$ cat src/rtl/vscale_pc_redirect_ctrl_if.sv
// PC redirect control bundle: fetch/pipeline requests in, PC mux
// select, squash/stall controls and redirect counter out.
interface vscale_pc_redirect_ctrl_if #(
  parameter int CNT_W = 32
);
  logic             imem_wait;
  logic             trap_req;
  logic             eret_req;
  logic             jal_DX;
  logic             jalr_DX;
  logic             branch_taken_DX;
  logic [2:0]       PC_src_sel;
  logic             kill_IF;
  logic             kill_DX;
  logic             stall_DX;
  logic [CNT_W-1:0] redirect_count;

  modport master (
    output imem_wait, trap_req, eret_req,
    output jal_DX, jalr_DX, branch_taken_DX,
    input  PC_src_sel, kill_IF, kill_DX,
    input  stall_DX, redirect_count
  );

  modport slave (
    input  imem_wait, trap_req, eret_req,
    input  jal_DX, jalr_DX, branch_taken_DX,
    output PC_src_sel, kill_IF, kill_DX,
    output stall_DX, redirect_count
  );
endinterface

$ cat src/rtl/vscale_pc_redirect_ctrl.sv
// PC source scheduler: arbitrates trap/eret/DX redirects against
// fetch wait, holds blocked redirects and drains DX after traps.
module vscale_pc_redirect_ctrl #(
  parameter int FLUSH_CYCLES = 1,
  parameter int CNT_W        = 32
) (
  input logic clk,
  input logic reset,
  vscale_pc_redirect_ctrl_if.slave bus
);

  localparam logic [2:0] PC_PLUS_FOUR     = 3'd0;
  localparam logic [2:0] PC_BRANCH_TARGET = 3'd1;
  localparam logic [2:0] PC_JAL_TARGET    = 3'd2;
  localparam logic [2:0] PC_JALR_TARGET   = 3'd3;
  localparam logic [2:0] PC_REPLAY        = 3'd4;
  localparam logic [2:0] PC_HANDLER       = 3'd5;
  localparam logic [2:0] PC_EPC           = 3'd6;

  localparam logic [2:0] FLUSH_INIT = 3'(FLUSH_CYCLES - 1);

  typedef enum logic [1:0] {
    S_RUN   = 2'd0,
    S_PEND  = 2'd1,
    S_FLUSH = 2'd2
  } state_t;

  state_t           state, state_n;
  logic [2:0]       flush_cnt, flush_n;
  logic [2:0]       pend_sel, pend_n;
  logic [CNT_W-1:0] count;

  logic [2:0] sel;
  logic       kill_if, kill_dx, stall;
  logic       dx_redir;
  logic [2:0] dx_sel;
  logic       is_redir;

  assign dx_redir = bus.jalr_DX | bus.jal_DX
                  | bus.branch_taken_DX;

  always_comb begin
    dx_sel = PC_BRANCH_TARGET;
    if (bus.jalr_DX)     dx_sel = PC_JALR_TARGET;
    else if (bus.jal_DX) dx_sel = PC_JAL_TARGET;
  end

  always_comb begin
    sel     = PC_PLUS_FOUR;
    kill_if = 1'b0;
    kill_dx = 1'b0;
    stall   = 1'b0;
    state_n = state;
    flush_n = flush_cnt;
    pend_n  = pend_sel;
    case (state)
      S_RUN, S_PEND: begin
        if (bus.trap_req) begin
          sel     = PC_HANDLER;
          kill_if = 1'b1;
          kill_dx = 1'b1;
          state_n = S_FLUSH;
          flush_n = FLUSH_INIT;
          pend_n  = PC_PLUS_FOUR;
        end else if (bus.eret_req) begin
          sel     = PC_EPC;
          kill_if = 1'b1;
          kill_dx = 1'b1;
          state_n = S_RUN;
          pend_n  = PC_PLUS_FOUR;
        end else if (state == S_PEND) begin
          if (bus.imem_wait) begin
            sel   = PC_REPLAY;
            stall = 1'b1;
          end else begin
            sel     = pend_sel;
            kill_if = 1'b1;
            state_n = S_RUN;
          end
        end else if (dx_redir) begin
          if (bus.imem_wait) begin
            // hold DX so the target operands stay valid
            sel     = PC_REPLAY;
            stall   = 1'b1;
            pend_n  = dx_sel;
            state_n = S_PEND;
          end else begin
            sel     = dx_sel;
            kill_if = 1'b1;
          end
        end else if (bus.imem_wait) begin
          sel = PC_REPLAY;
        end
      end
      S_FLUSH: begin
        kill_dx = 1'b1;
        sel     = bus.imem_wait ? PC_REPLAY
                                : PC_PLUS_FOUR;
        if (bus.trap_req) begin
          sel     = PC_HANDLER;
          kill_if = 1'b1;
          flush_n = FLUSH_INIT;
        end else if (flush_cnt == 3'd0) begin
          state_n = S_RUN;
        end else begin
          flush_n = flush_cnt - 3'd1;
        end
      end
      default: begin
        state_n = S_RUN;
        flush_n = 3'd0;
        pend_n  = PC_PLUS_FOUR;
      end
    endcase
    if (!reset) begin
      sel     = PC_REPLAY;
      kill_if = 1'b1;
      kill_dx = 1'b1;
      stall   = 1'b0;
    end
  end

  assign is_redir = (sel == PC_HANDLER)
                  | (sel == PC_EPC)
                  | (sel == PC_JAL_TARGET)
                  | (sel == PC_JALR_TARGET)
                  | (sel == PC_BRANCH_TARGET);

  always_ff @(posedge clk) begin
    if (!reset) begin
      state     <= S_RUN;
      flush_cnt <= 3'd0;
      pend_sel  <= PC_PLUS_FOUR;
      count     <= '0;
    end else begin
      state     <= state_n;
      flush_cnt <= flush_n;
      pend_sel  <= pend_n;
      if (is_redir && (count != '1))
        count <= count + CNT_W'(1);
    end
  end

  assign bus.PC_src_sel     = sel;
  assign bus.kill_IF        = kill_if;
  assign bus.kill_DX        = kill_dx;
  assign bus.stall_DX       = stall;
  assign bus.redirect_count = count;

endmodule

$ cat src/flat_wrapper.sv
// flat-port wrapper written by rule: the top's interface ports become plain ports
module vscale_pc_redirect_ctrl_flat 
#(
  parameter int FLUSH_CYCLES = 1,
  parameter int CNT_W        = 32
)
  (clk, reset, bus_imem_wait, bus_trap_req, bus_eret_req, bus_jal_DX, bus_jalr_DX, bus_branch_taken_DX, bus_PC_src_sel, bus_kill_IF, bus_kill_DX, bus_stall_DX, bus_redirect_count);
  vscale_pc_redirect_ctrl_if #(.CNT_W(CNT_W)) bus_i ();
  input logic clk;
  input logic reset;
  input wire logic [$bits(bus_i.imem_wait)-1:0] bus_imem_wait;
  input wire logic [$bits(bus_i.trap_req)-1:0] bus_trap_req;
  input wire logic [$bits(bus_i.eret_req)-1:0] bus_eret_req;
  input wire logic [$bits(bus_i.jal_DX)-1:0] bus_jal_DX;
  input wire logic [$bits(bus_i.jalr_DX)-1:0] bus_jalr_DX;
  input wire logic [$bits(bus_i.branch_taken_DX)-1:0] bus_branch_taken_DX;
  output wire logic [$bits(bus_i.PC_src_sel)-1:0] bus_PC_src_sel;
  output wire logic [$bits(bus_i.kill_IF)-1:0] bus_kill_IF;
  output wire logic [$bits(bus_i.kill_DX)-1:0] bus_kill_DX;
  output wire logic [$bits(bus_i.stall_DX)-1:0] bus_stall_DX;
  output wire logic [$bits(bus_i.redirect_count)-1:0] bus_redirect_count;
  assign bus_i.imem_wait = bus_imem_wait;
  assign bus_i.trap_req = bus_trap_req;
  assign bus_i.eret_req = bus_eret_req;
  assign bus_i.jal_DX = bus_jal_DX;
  assign bus_i.jalr_DX = bus_jalr_DX;
  assign bus_i.branch_taken_DX = bus_branch_taken_DX;
  assign bus_PC_src_sel = bus_i.PC_src_sel;
  assign bus_kill_IF = bus_i.kill_IF;
  assign bus_kill_DX = bus_i.kill_DX;
  assign bus_stall_DX = bus_i.stall_DX;
  assign bus_redirect_count = bus_i.redirect_count;
  vscale_pc_redirect_ctrl #(.FLUSH_CYCLES(FLUSH_CYCLES), .CNT_W(CNT_W)) u_core (.clk(clk), .reset(reset), .bus(bus_i));
endmodule
$ cat config.mk
export PLATFORM = sky130hd
export DESIGN_NAME = vscale_pc_redirect_ctrl_flat
export DESIGN_NICKNAME = d
export VERILOG_FILES = /design/src/rtl/vscale_pc_redirect_ctrl_if.sv /design/src/rtl/vscale_pc_redirect_ctrl.sv /design/src/flat_wrapper.sv
export SDC_FILE = /design/constraint.sdc
export NUM_CORES = 1
export LEC_CHECK = 0
export BUFFER_PORTS_ARGS = -buffer_cell sky130_fd_sc_hd__buf_2
export CORE_UTILIZATION = 54
export CTS_CLUSTER_SIZE = 20
export DETAILED_ROUTE_END_ITERATION = 8
export PLACE_DENSITY = 0.8
export SLEW_MARGIN = 20
export SYNTH_ARGS = -nofsm -noshare
export SYNTH_HDL_FRONTEND = slang
export SYNTH_SLANG_ARGS = --single-unit
$ cat constraint.sdc
create_clock -name clk -period 2.3 [get_ports clk]
set_input_delay 0.115 -clock clk [delete_from_list [all_inputs] [get_ports clk]]
set_output_delay 0.115 -clock clk [all_outputs]
set_load 0.02 [all_outputs]
== Word-level counts from Yosys, hierarchy flattened ==
Cells that the tools add are included.

* Bits of input ports: 8
* Flip-flop bits (word level): 40
* Logic and storage cells: 88

* Muxes and demuxes: 50
* Add/sub/neg operators: 2
* Bitwise gates (word level): 7
* Reductions and logical operators: 7
* Equality and inequality tests: 18

{| class="wikitable"
|+ Operator list
! cell !! count
|-
| two-way mux 3 bit || 18
|-
| adder 32 x 1 -> 32 bit, second input constant || 1
|-
| inequality test 32 bit, second input constant || 1
|-
| two-way mux 2 bit || 9
|-
| case mux 3 bit (2 select lines) || 3
|-
| two-way mux 1 bit || 17
|-
| inequality test 4 bit, second input constant || 2
|-
| == test 3 x 2 -> 1 bit, second input constant || 2
|-
| == test 3 bit, second input constant || 2
|-
| OR 1 bit || 6
|-
| inequality test 5 x 3 -> 1 bit, second input constant || 1
|-
| inequality test 5 x 4 -> 1 bit, second input constant || 1
|-
| inequality test 5 bit, second input constant || 1
|-
| AND reduction 5 bit || 1
|-
| inequality test 2 bit, second input constant || 2
|-
| inequality test 4 x 3 -> 1 bit, second input constant || 1
|-
| case mux 1 bit (2 select lines) || 2
|-
| case mux 2 bit (2 select lines) || 1
|-
| AND reduction 4 bit || 1
|-
| == test 3 x 1 -> 1 bit, second input constant || 1
|-
| logical NOT 3 bit || 1
|-
| inequality test 3 bit, second input constant || 1
|-
| subtractor 3 x 1 -> 3 bit, second input constant || 1
|-
| == test 2 x 1 -> 1 bit, second input constant || 1
|-
| 7 further kinds || 7
|}

== Logic depth before layout (Yosys ltp) ==
Gate-level depths: netlist (run 1).

* Depth after elaboration: 15
* Mapped depth: 10

== Worst setup path before layout (run 1) ==
No wires, ideal clock.

* Path kind: register -> register
* Start: reg u_core.count[0] (netlist: u_core.bus.redirect_count[0])
* End: reg u_core.count[19] (netlist: u_core.bus.redirect_count[19])
* Path slack: 169 ps
* Stages on the path, launching flop included: 9
* Required time: 2,185 ps
* Arrival time: 2,017 ps
* Setup time: 115 ps
* Path through: dfxtp_1 -> ha_1 -> nand2_1 -> nor4_4 -> inv_1 -> nor2_1 -> buf_2 -> nor4_1 -> o21a_1

* Longest elaborated chain between the ends: 2
* Elaborated cells on any way between the ends: 3

{| class="wikitable"
|+ Ends and longest elaborated chain
! element !! line !! source
|-
| start: declaration || vscale_pc_redirect_ctrl.sv:31 || <nowiki>logic [CNT_W-1:0] count;</nowiki>
|-
| start signal: assignment || vscale_pc_redirect_ctrl.sv:140 || <nowiki>count <= count + CNT_W'(1);</nowiki>
|-
| parallel branches: the longest is 2 deep, another holds adder 32 x 1 -> 32 bit || n/a ||
|}

Parallel ways; which one is timed is not known.
A chain may end at the register's enable or synchronous reset.

== Worst setup path after layout (run 1) ==
* Start: reg u_core.state[1]
* End: reg u_core.count[15] (netlist: u_core.bus.redirect_count[15])

* Longest elaborated chain between the ends: 12
* Elaborated cells on any way between the ends: 19

{| class="wikitable"
|+ Ends and longest elaborated chain
! element !! line !! source
|-
| start: declaration || vscale_pc_redirect_ctrl.sv:28 || <nowiki>state_t state, state_n;</nowiki>
|-
| start signal: assignment || vscale_pc_redirect_ctrl.sv:136 || <nowiki>state <= state_n;</nowiki>
|-
| == test 2 x 1 -> 1 bit || vscale_pc_redirect_ctrl.sv:56, vscale_pc_redirect_ctrl.sv:71 ||
|-
| two-way mux 3 bit || vscale_pc_redirect_ctrl.sv:71 || <nowiki>end else if (state == S_PEND) begin</nowiki>
|-
| two-way mux 3 bit || vscale_pc_redirect_ctrl.sv:65 || <nowiki>end else if (bus.eret_req) begin</nowiki>
|-
| two-way mux 3 bit || vscale_pc_redirect_ctrl.sv:58 || <nowiki>if (bus.trap_req) begin</nowiki>
|-
| case mux 3 bit (2 select lines) * || vscale_pc_redirect_ctrl.sv:56 || <nowiki>case (state)</nowiki>
|-
| two-way mux 3 bit * || vscale_pc_redirect_ctrl.sv:115 || <nowiki>if (!reset) begin</nowiki>
|-
| == test 3 bit (on tied branches) || vscale_pc_redirect_ctrl.sv:123, vscale_pc_redirect_ctrl.sv:124 ||
|-
| OR 1 bit || vscale_pc_redirect_ctrl.sv:124 || <nowiki>| (sel == PC_EPC)</nowiki>
|-
| OR 1 bit || vscale_pc_redirect_ctrl.sv:125 || <nowiki>| (sel == PC_JAL_TARGET)</nowiki>
|-
| OR 1 bit || vscale_pc_redirect_ctrl.sv:126 || <nowiki>| (sel == PC_JALR_TARGET)</nowiki>
|-
| OR 1 bit * || vscale_pc_redirect_ctrl.sv:127 || <nowiki>| (sel == PC_BRANCH_TARGET);</nowiki>
|-
| logical AND 1 bit * || vscale_pc_redirect_ctrl.sv:139 || <nowiki>if (is_redir && (count != '1))</nowiki>
|}

Mark *: on every way between the ends. The rest lies on a longest branch, timed or not.

==> impl_metrics.py, run 1 <==
metrics = {
    "outcome": {
        "status": "completed",
    },
    "synthesis": {
        "synth_fa_ha_area_share_pct": 1.72,
        "synth_cell_types": 43,
        "netlist_area_mm2": 0.00219,
        "synth_xor_area_share_pct": 0.401,
        "ys.flop_type": "dfxtp_1",
        "yosys_warnings": 0,
        "synth_edf_count": 0,
        "yosysTopAreaCellShare_pct": 35.7,
        "synth-compound-area-share_pct": 24.7,
        "netlist_top_cells_count": "dfxtp_1 (39), a21oi_1 (22), nand2_1 (19), o21ai_0 (19), nand3_1 (17)",
        "async_flop_share_pct": 0,
        "syn_inst": 274,
        "synth_seq_cells": 39,
        "avgSynthCellArea_um2": 7.98,
        "synth.most_common_cell": "dfxtp_1",
        "yosys-top-cells-area": "dfxtp_1 (36%), a21oi_1 (5.0%), o21ai_0 (4.4%), nand3_1 (3.9%), nand4_1 (3.7%)",
        "synth_fp_nets": 285,
        "synth_area_leader_cell": "dfxtp_1",
        "synth_top_family_by_area": "simple AND/OR/NAND/NOR gates",
        "ys_seq_area_share_pct": 35.7,
        "yosys-mux-area-fraction_pct": 2.29,
        "yosys.area_share.simple_pct": 30.3,
    },
    "clock_tree": {
        "clock_sinks": 39,
        "insertion_delay_ns": 0.30,
        "cts_buffers": 5,
        "clkTransAtPathRegs_ns": 0.07,
        "post_cts_buffers": 0,
        "cts_max_level": 2,
        "clock_tree.buffer_depth": 2,
        "cts_tree": "done",
        "clockRootBuffer": "clkbuf_8",
    },
    "placed_design": {
        "dp_cells": 371,
        "hpwlAfterDp_um": 3880,
        "globalplace.congestion": 0.844,
        "io_buffers": 45,
    },
    "sta": {
        "setup_violations": 0,
        "slew_viol_final": 0,
        "post-route-period-util_pct": 96.3,
        "tightest_slew_ns": 0.558,
        "maxSlewHeadroom_pct": 62.1,
        "max_freq_mhz": 451,
        "fin_tns_setup_ns": 0,
        "finalHoldViolCount": 0,
        "period_minus_slack_ns": 2.22,
        "skew_ns": 0.00509,
        "rsz0062_at_grt": "yes",
    },
    "global_routing": {
        "overflow": 0,
        "grt_max_degree": 25,
        "grt_pass1_vias": 2214,
        "grt_pass1_wl_um": 9470,
        "track_usage_pct": 28.0,
        "antenna_found_initial": 0,
    },
    "finish": {
        "drive_gt1_share_pct": 23.9,
        "syn_to_final_growth_pct": 21.9,
        "final_cells": 379,
        "nNetsFinal": 342,
        "n_antenna_cell": 0,
        "nFillCells": 307,
        "final_core_util_pct": 70.6,
    },
    "worst_hold_path": {
        "holdPathEnd": "u_core.state[0]",
        "min_path_type": "input port to flip-flop",
        "hold_start": "bus_imem_wait",
        "whs_path_depth": 3,
    },
    "power": {
        "peakVddDrop_uv": 294,
        "p_per_area_mw_per_mm2": 510,
        "power_leakage_nw": 1.04,
    },
    "route": {
        "via_count": 2369,
        "drc": 0,
        "drt.antenna.violating_nets": 0,
        "dr.pass1.iters": 5,
        "wl_per_cell_um": 15.0,
        "drt_iter0_drc": 203,
        "finalWirelength_um": 5690,
        "viasPerCell": 6.25,
    },
    "floorplanning": {
        "fp-row-count": 22,
        "die_h_um": 65.6,
        "initial_core_util_pct": 58.0,
        "dieArea_mm2": 0.00431,
        "die_x_um": 65.6,
        "core_area_mm2": 0.00377,
        "io_pins": 46,
    },
    "worst_setup_path": {
        "critical_path_arrival_ns": 2.44,
        "crit_path_start_kind": "flip-flop",
        "critical_path_class": "flip-flop to flip-flop",
        "crit_fanout": 17,
        "path_cells": "nand2b_1 > a311oi_2 > o211ai_2 > mux2i_4 > buf_4 > o21ai_0 > a21oi_1",
        "slowest_stage": "mux2i_4",
        "reg2reg_from": "u_core.state[1]",
        "crit-reg2reg-capture": "u_core.bus.redirect_count[15]",
        "cp.required_ns": 2.52,
        "worstSetupEndpointType": "flip-flop",
        "path_buf_inv": 1,
        "reg2reg_slack_ns": 0.08,
        "path_delay_family": "compound AO/OA/AOI/OAI gates",
        "rr_worst_depth": 7,
        "max_stage_delay_ns": 0.51,
    },
    "job": {
        "max_cap_violations": 0,
    },
}
[final cells by class]
| type | instances | area (um2) | share of cell area (%) |
|---|---|---|---|
| clock buffers | 6 | 82.6 | 3.10 |
| clock inverters | 1 | 5.00 | 0.188 |
| inverters | 10 | 37.5 | 1.41 |
| multi-input cells | 211 | 1330 | 49.9 |
| flip-flops and latches | 39 | 781 | 29.3 |
| well taps | 48 | 60.1 | 2.25 |
| repair buffers | 64 | 368 | 13.8 |
[layout by cell type, fill, tap and decap left out, drive strengths merged, types with 7 or more instances in the layout]
cell type  instances
buf               64
dfxtp             39
a21oi             22
o21ai             20
nand2             19
nand3             18
nor2              16
or3               13
nand4             13
inv               10
nand2b             7
o31ai              7
o211ai             7
[layer usage]
| layer | track usage, % | vias up | routed length, um |
|---|---|---|---|
| met5 | 0 | - | 0 |
| met4 | 15.8 | 0 | 171 |
| met3 | 4.69 | 21 | 275 |
| met2 | 45.0 | 88 | 2670 |
| met1 | 35.2 | 1094 | 2570 |
| li1 | - | 1166 | - |
[how the worst max path moves through the flow]
stage	start	to	slack (ns)	cells after the start
after floorplan	u_core.bus.redirect_count[0]	u_core.bus.redirect_count[19]	0.17	8
after global placement	u_core.state[1]	u_core.bus.redirect_count[19]	0.12	7
after detailed placement	u_core.state[1]	u_core.bus.redirect_count[19]	0.02	7
after CTS	u_core.state[1]	u_core.bus.redirect_count[15]	0.003	7
after global routing	u_core.state[1]	u_core.bus.redirect_count[15]	-0.03	7
final	u_core.state[1]	u_core.bus.redirect_count[15]	0.08	7
[where the power goes]
group	switching, mW	total, mW	internal (mW)	leakage, nW
Sequential	0.00902	0.695	0.685	0.315
Clock	0.242	0.478	0.235	0.0470
Combinational	0.118	0.187	0.0684	0.673
Total	0.370	1.36	0.989	1.04
[stage by stage]
step / hold WS (ns) / worst slack (ns) / total power [mW] / cell area [um2]
3_3_place_gp: 0.446 / 0.117 / 0.882 / 2560
2_1_floorplan: 0.267 / 0.169 / 0.815 / 2190
4_1_cts: 0.152 / 0.00319 / 1.36 / 2640
3_5_place_dp: 0.460 / 0.0195 / 0.887 / 2560
5_1_grt: 0.207 / -0.0250 / 1.41 / 2660
6_report: 0.191 / 0.0841 / 1.36 / 2660
[worst reg2reg max path: stages (launching register included)]
cell	delay [ns]
dfxtp_1	0.39
nand2b_1	0.23
a311oi_2	0.14
o211ai_2	0.32
mux2i_4	0.51
buf_4	0.28
o21ai_0	0.12
a21oi_1	0.15
[cell families after synthesis]
family | Yosys count
AO/OA/AOI/OAI | 83
XOR/XNOR | 1
AND/OR/NAND/NOR | 118
buffers and inverters | 25
flip-flops | 39
multiplexers | 5
adder cells (fa/ha/maj) | 3
[sequential cells by signal, summed over array words and instances, names as in the netlist]
signal	cells
u_core.state	2
u_core.pend_sel	2
u_core.bus.redirect_count	32
u_core.flush_cnt	3
[what timing repair did]
item / in CTS / in global routing
resized for setup: 0 / 3
setup endpoints to repair: 0 / 22
hold buffers: 0 / 0
Note: power is estimated with default switching activity, not from simulation.
==> run 2: changes to the inputs <==
- CORE_UTILIZATION: 54 -> 55
- MAX_ROUTING_LAYER: unset -> met4
- PLACE_DENSITY: 0.8 -> 0.81
- clock period: 2.3 -> 2.8 ns (I/O delays scaled with it)
==> run 2 against run 1 <==
Sequential power is 17% lower; global-route usage down 1.3 points; sequential share of layout area up 1.2 points; power fell by 23%; non-clock buffer count down 11; worst setup slack better by 0.13 ns; die area fell by 1.8%.
==> impl_metrics.py, run 2 (synthesized netlist as in run 1, its figures left out) <==
metrics = {
    "power": {
        "power_leakage_nw": 0.970,
        "p_seq_share_pct": 54.8,
        "p_int_uw": 774,
        "p_sw_uw": 279,
        "swShare_pct": 26.5,
        "peakVddDrop_uv": 273,
        "combPwrFrac_pct": 12.0,
        "p_per_area_mw_per_mm2": 412,
        "p_clk_share_pct": 33.1,
        "p_total_mw": 1.05,
    },
    "sta": {
        "tightest_slew_ns": 0.888,
        "rsz0062_at_grt": "no",
        "fin_tns_setup_ns": 0,
        "max_freq_mhz": 387,
        "maxSlewHeadroom_pct": 39.5,
        "post-route-period-util_pct": 92.3,
        "skew_ns": 0.00571,
        "slew_viol_final": 0,
        "period_minus_slack_ns": 2.59,
        "setup_violations": 0,
        "finalHoldViolCount": 0,
        "holdWs_ns": 0.170,
    },
    "placed_design": {
        "post_dp_cell_area_mm2": 0.00249,
        "hpwlAfterDp_um": 3690,
        "io_buffers": 45,
        "globalplace.congestion": 0.840,
    },
    "outcome": {
        "status": "completed",
    },
    "global_routing": {
        "grt_pass1_vias": 1947,
        "overflow": 0,
        "track_usage_pct": 26.8,
        "grt_pass1_wl_um": 8690,
        "antenna_found_initial": 0,
        "grt_max_degree": 35,
    },
    "worst_setup_path": {
        "critical_path_class": "flip-flop to flip-flop",
        "crit_fanout": 34,
        "cp.required_ns": 2.99,
        "critical_path_arrival_ns": 2.77,
        "crit_path_start_kind": "flip-flop",
        "worstSetupEndpointType": "flip-flop",
    },
    "floorplanning": {
        "core_area_mm2": 0.00374,
        "die_x_um": 65.0,
        "initial_core_util_pct": 58.4,
        "fp-row-count": 22,
        "io_pins": 46,
        "dieArea_mm2": 0.00423,
        "die_h_um": 65.0,
    },
    "worst_hold_path": {
        "min_path_type": "input port to flip-flop",
    },
    "finish": {
        "nNetsFinal": 330,
        "final_cell_mix": "buf_2 (45), dfxtp_1 (39), a21oi_1 (22)",
        "syn_to_final_growth_pct": 17.1,
        "drive_gt1_share_pct": 20.1,
        "final_core_util_pct": 68.3,
        "largest_register_ffs": 32,
        "multi_input_area_mm2": 0.00131,
        "regArea_um2": 781,
        "nFillCells": 358,
        "n_antenna_cell": 0,
        "fin_area_mm2": 0.00256,
        "mostFrequentLayoutCell": "buf_2",
    },
    "clock_tree": {
        "cts.repair.resized": 0,
        "insertion_delay_ns": 0.29,
        "clkTransAtPathRegs_ns": 0.07,
        "clock_tree.buffer_depth": 2,
        "cts_max_level": 2,
        "cts_buffers": 5,
        "post_cts_buffers": 0,
        "cts_tree": "done",
        "hold_buffers": 0,
        "clockRootBuffer": "clkbuf_8",
        "clock_sinks": 39,
    },
    "route": {
        "dr.pass1.iters": 5,
        "drt.antenna.violating_nets": 0,
        "viasPerCell": 6.22,
        "drt_iter0_drc": 222,
        "wl_per_cell_um": 14.4,
        "finalWirelength_um": 5250,
        "via_count": 2275,
        "drc": 0,
    },
    "job": {
        "max_cap_violations": 0,
    },
}
==> run 2: final cells by class <==
| cell class | count | share of cell area (%) |
|---|---|---|
| clock buffers | 6 | 2.84 |
| flip-flops and latches | 39 | 30.5 |
| multi-input cells | 210 | 51.2 |
| repair buffers | 53 | 11.6 |
| well taps | 48 | 2.35 |
| inverters | 10 | 1.47 |
==> run 2: final timing paths <==
check / start / end / slack [ns] / cells after the start
max: u_core.state[0] / u_core.bus.redirect_count[3] / 0.21 / 7
min reg2reg: u_core.bus.redirect_count[28] / u_core.bus.redirect_count[28] / 0.50 / 2
min: bus_imem_wait / u_core.state[0] / 0.17 / 3
max reg2reg: u_core.state[0] / u_core.bus.redirect_count[3] / 0.21 / 7
==> run 2: per-layer routing <==
layer,GRT usage [%],vias up,wire (um)
met4,9.51,0,83
met3,4.75,12,357
met5,-,-,0
met2,41.3,102,2410
li1,-,1129,-
met1,35.1,1032,2400
==> run 2: critical path, cell delays in order (launching register included) <==
cell	delay (ns)
dfxtp_1	0.50
nand2b_1	0.16
a311oi_1	0.38
o211ai_2	0.19
mux2i_4	0.76
buf_4	0.26
o311ai_0	0.14
o41ai_1	0.09
==> run 2: through the flow <==
| stage | worst slack (ns) | std cells |
|---|---|---|
| 2_1_floorplan | 0.669 | 274 |
| 6_report | 0.215 | 366 |
| 4_1_cts | 0.248 | 366 |
| 3_5_place_dp | 0.264 | 360 |
| 3_3_place_gp | 0.405 | 360 |
| 5_1_grt | 0.0386 | 366 |
==> run 2: power groups by stage <==
| stage | clock [mW] | combinational [mW] | sequential [mW] |
|---|---|---|---|
| detailed placement | 0 | 0.126 | 0.590 |
| floorplan | 0 | 0.0776 | 0.592 |
| global route | 0.379 | 0.141 | 0.578 |
| CTS | 0.351 | 0.126 | 0.577 |
| global placement | 0 | 0.123 | 0.589 |
| finish | 0.349 | 0.127 | 0.577 |
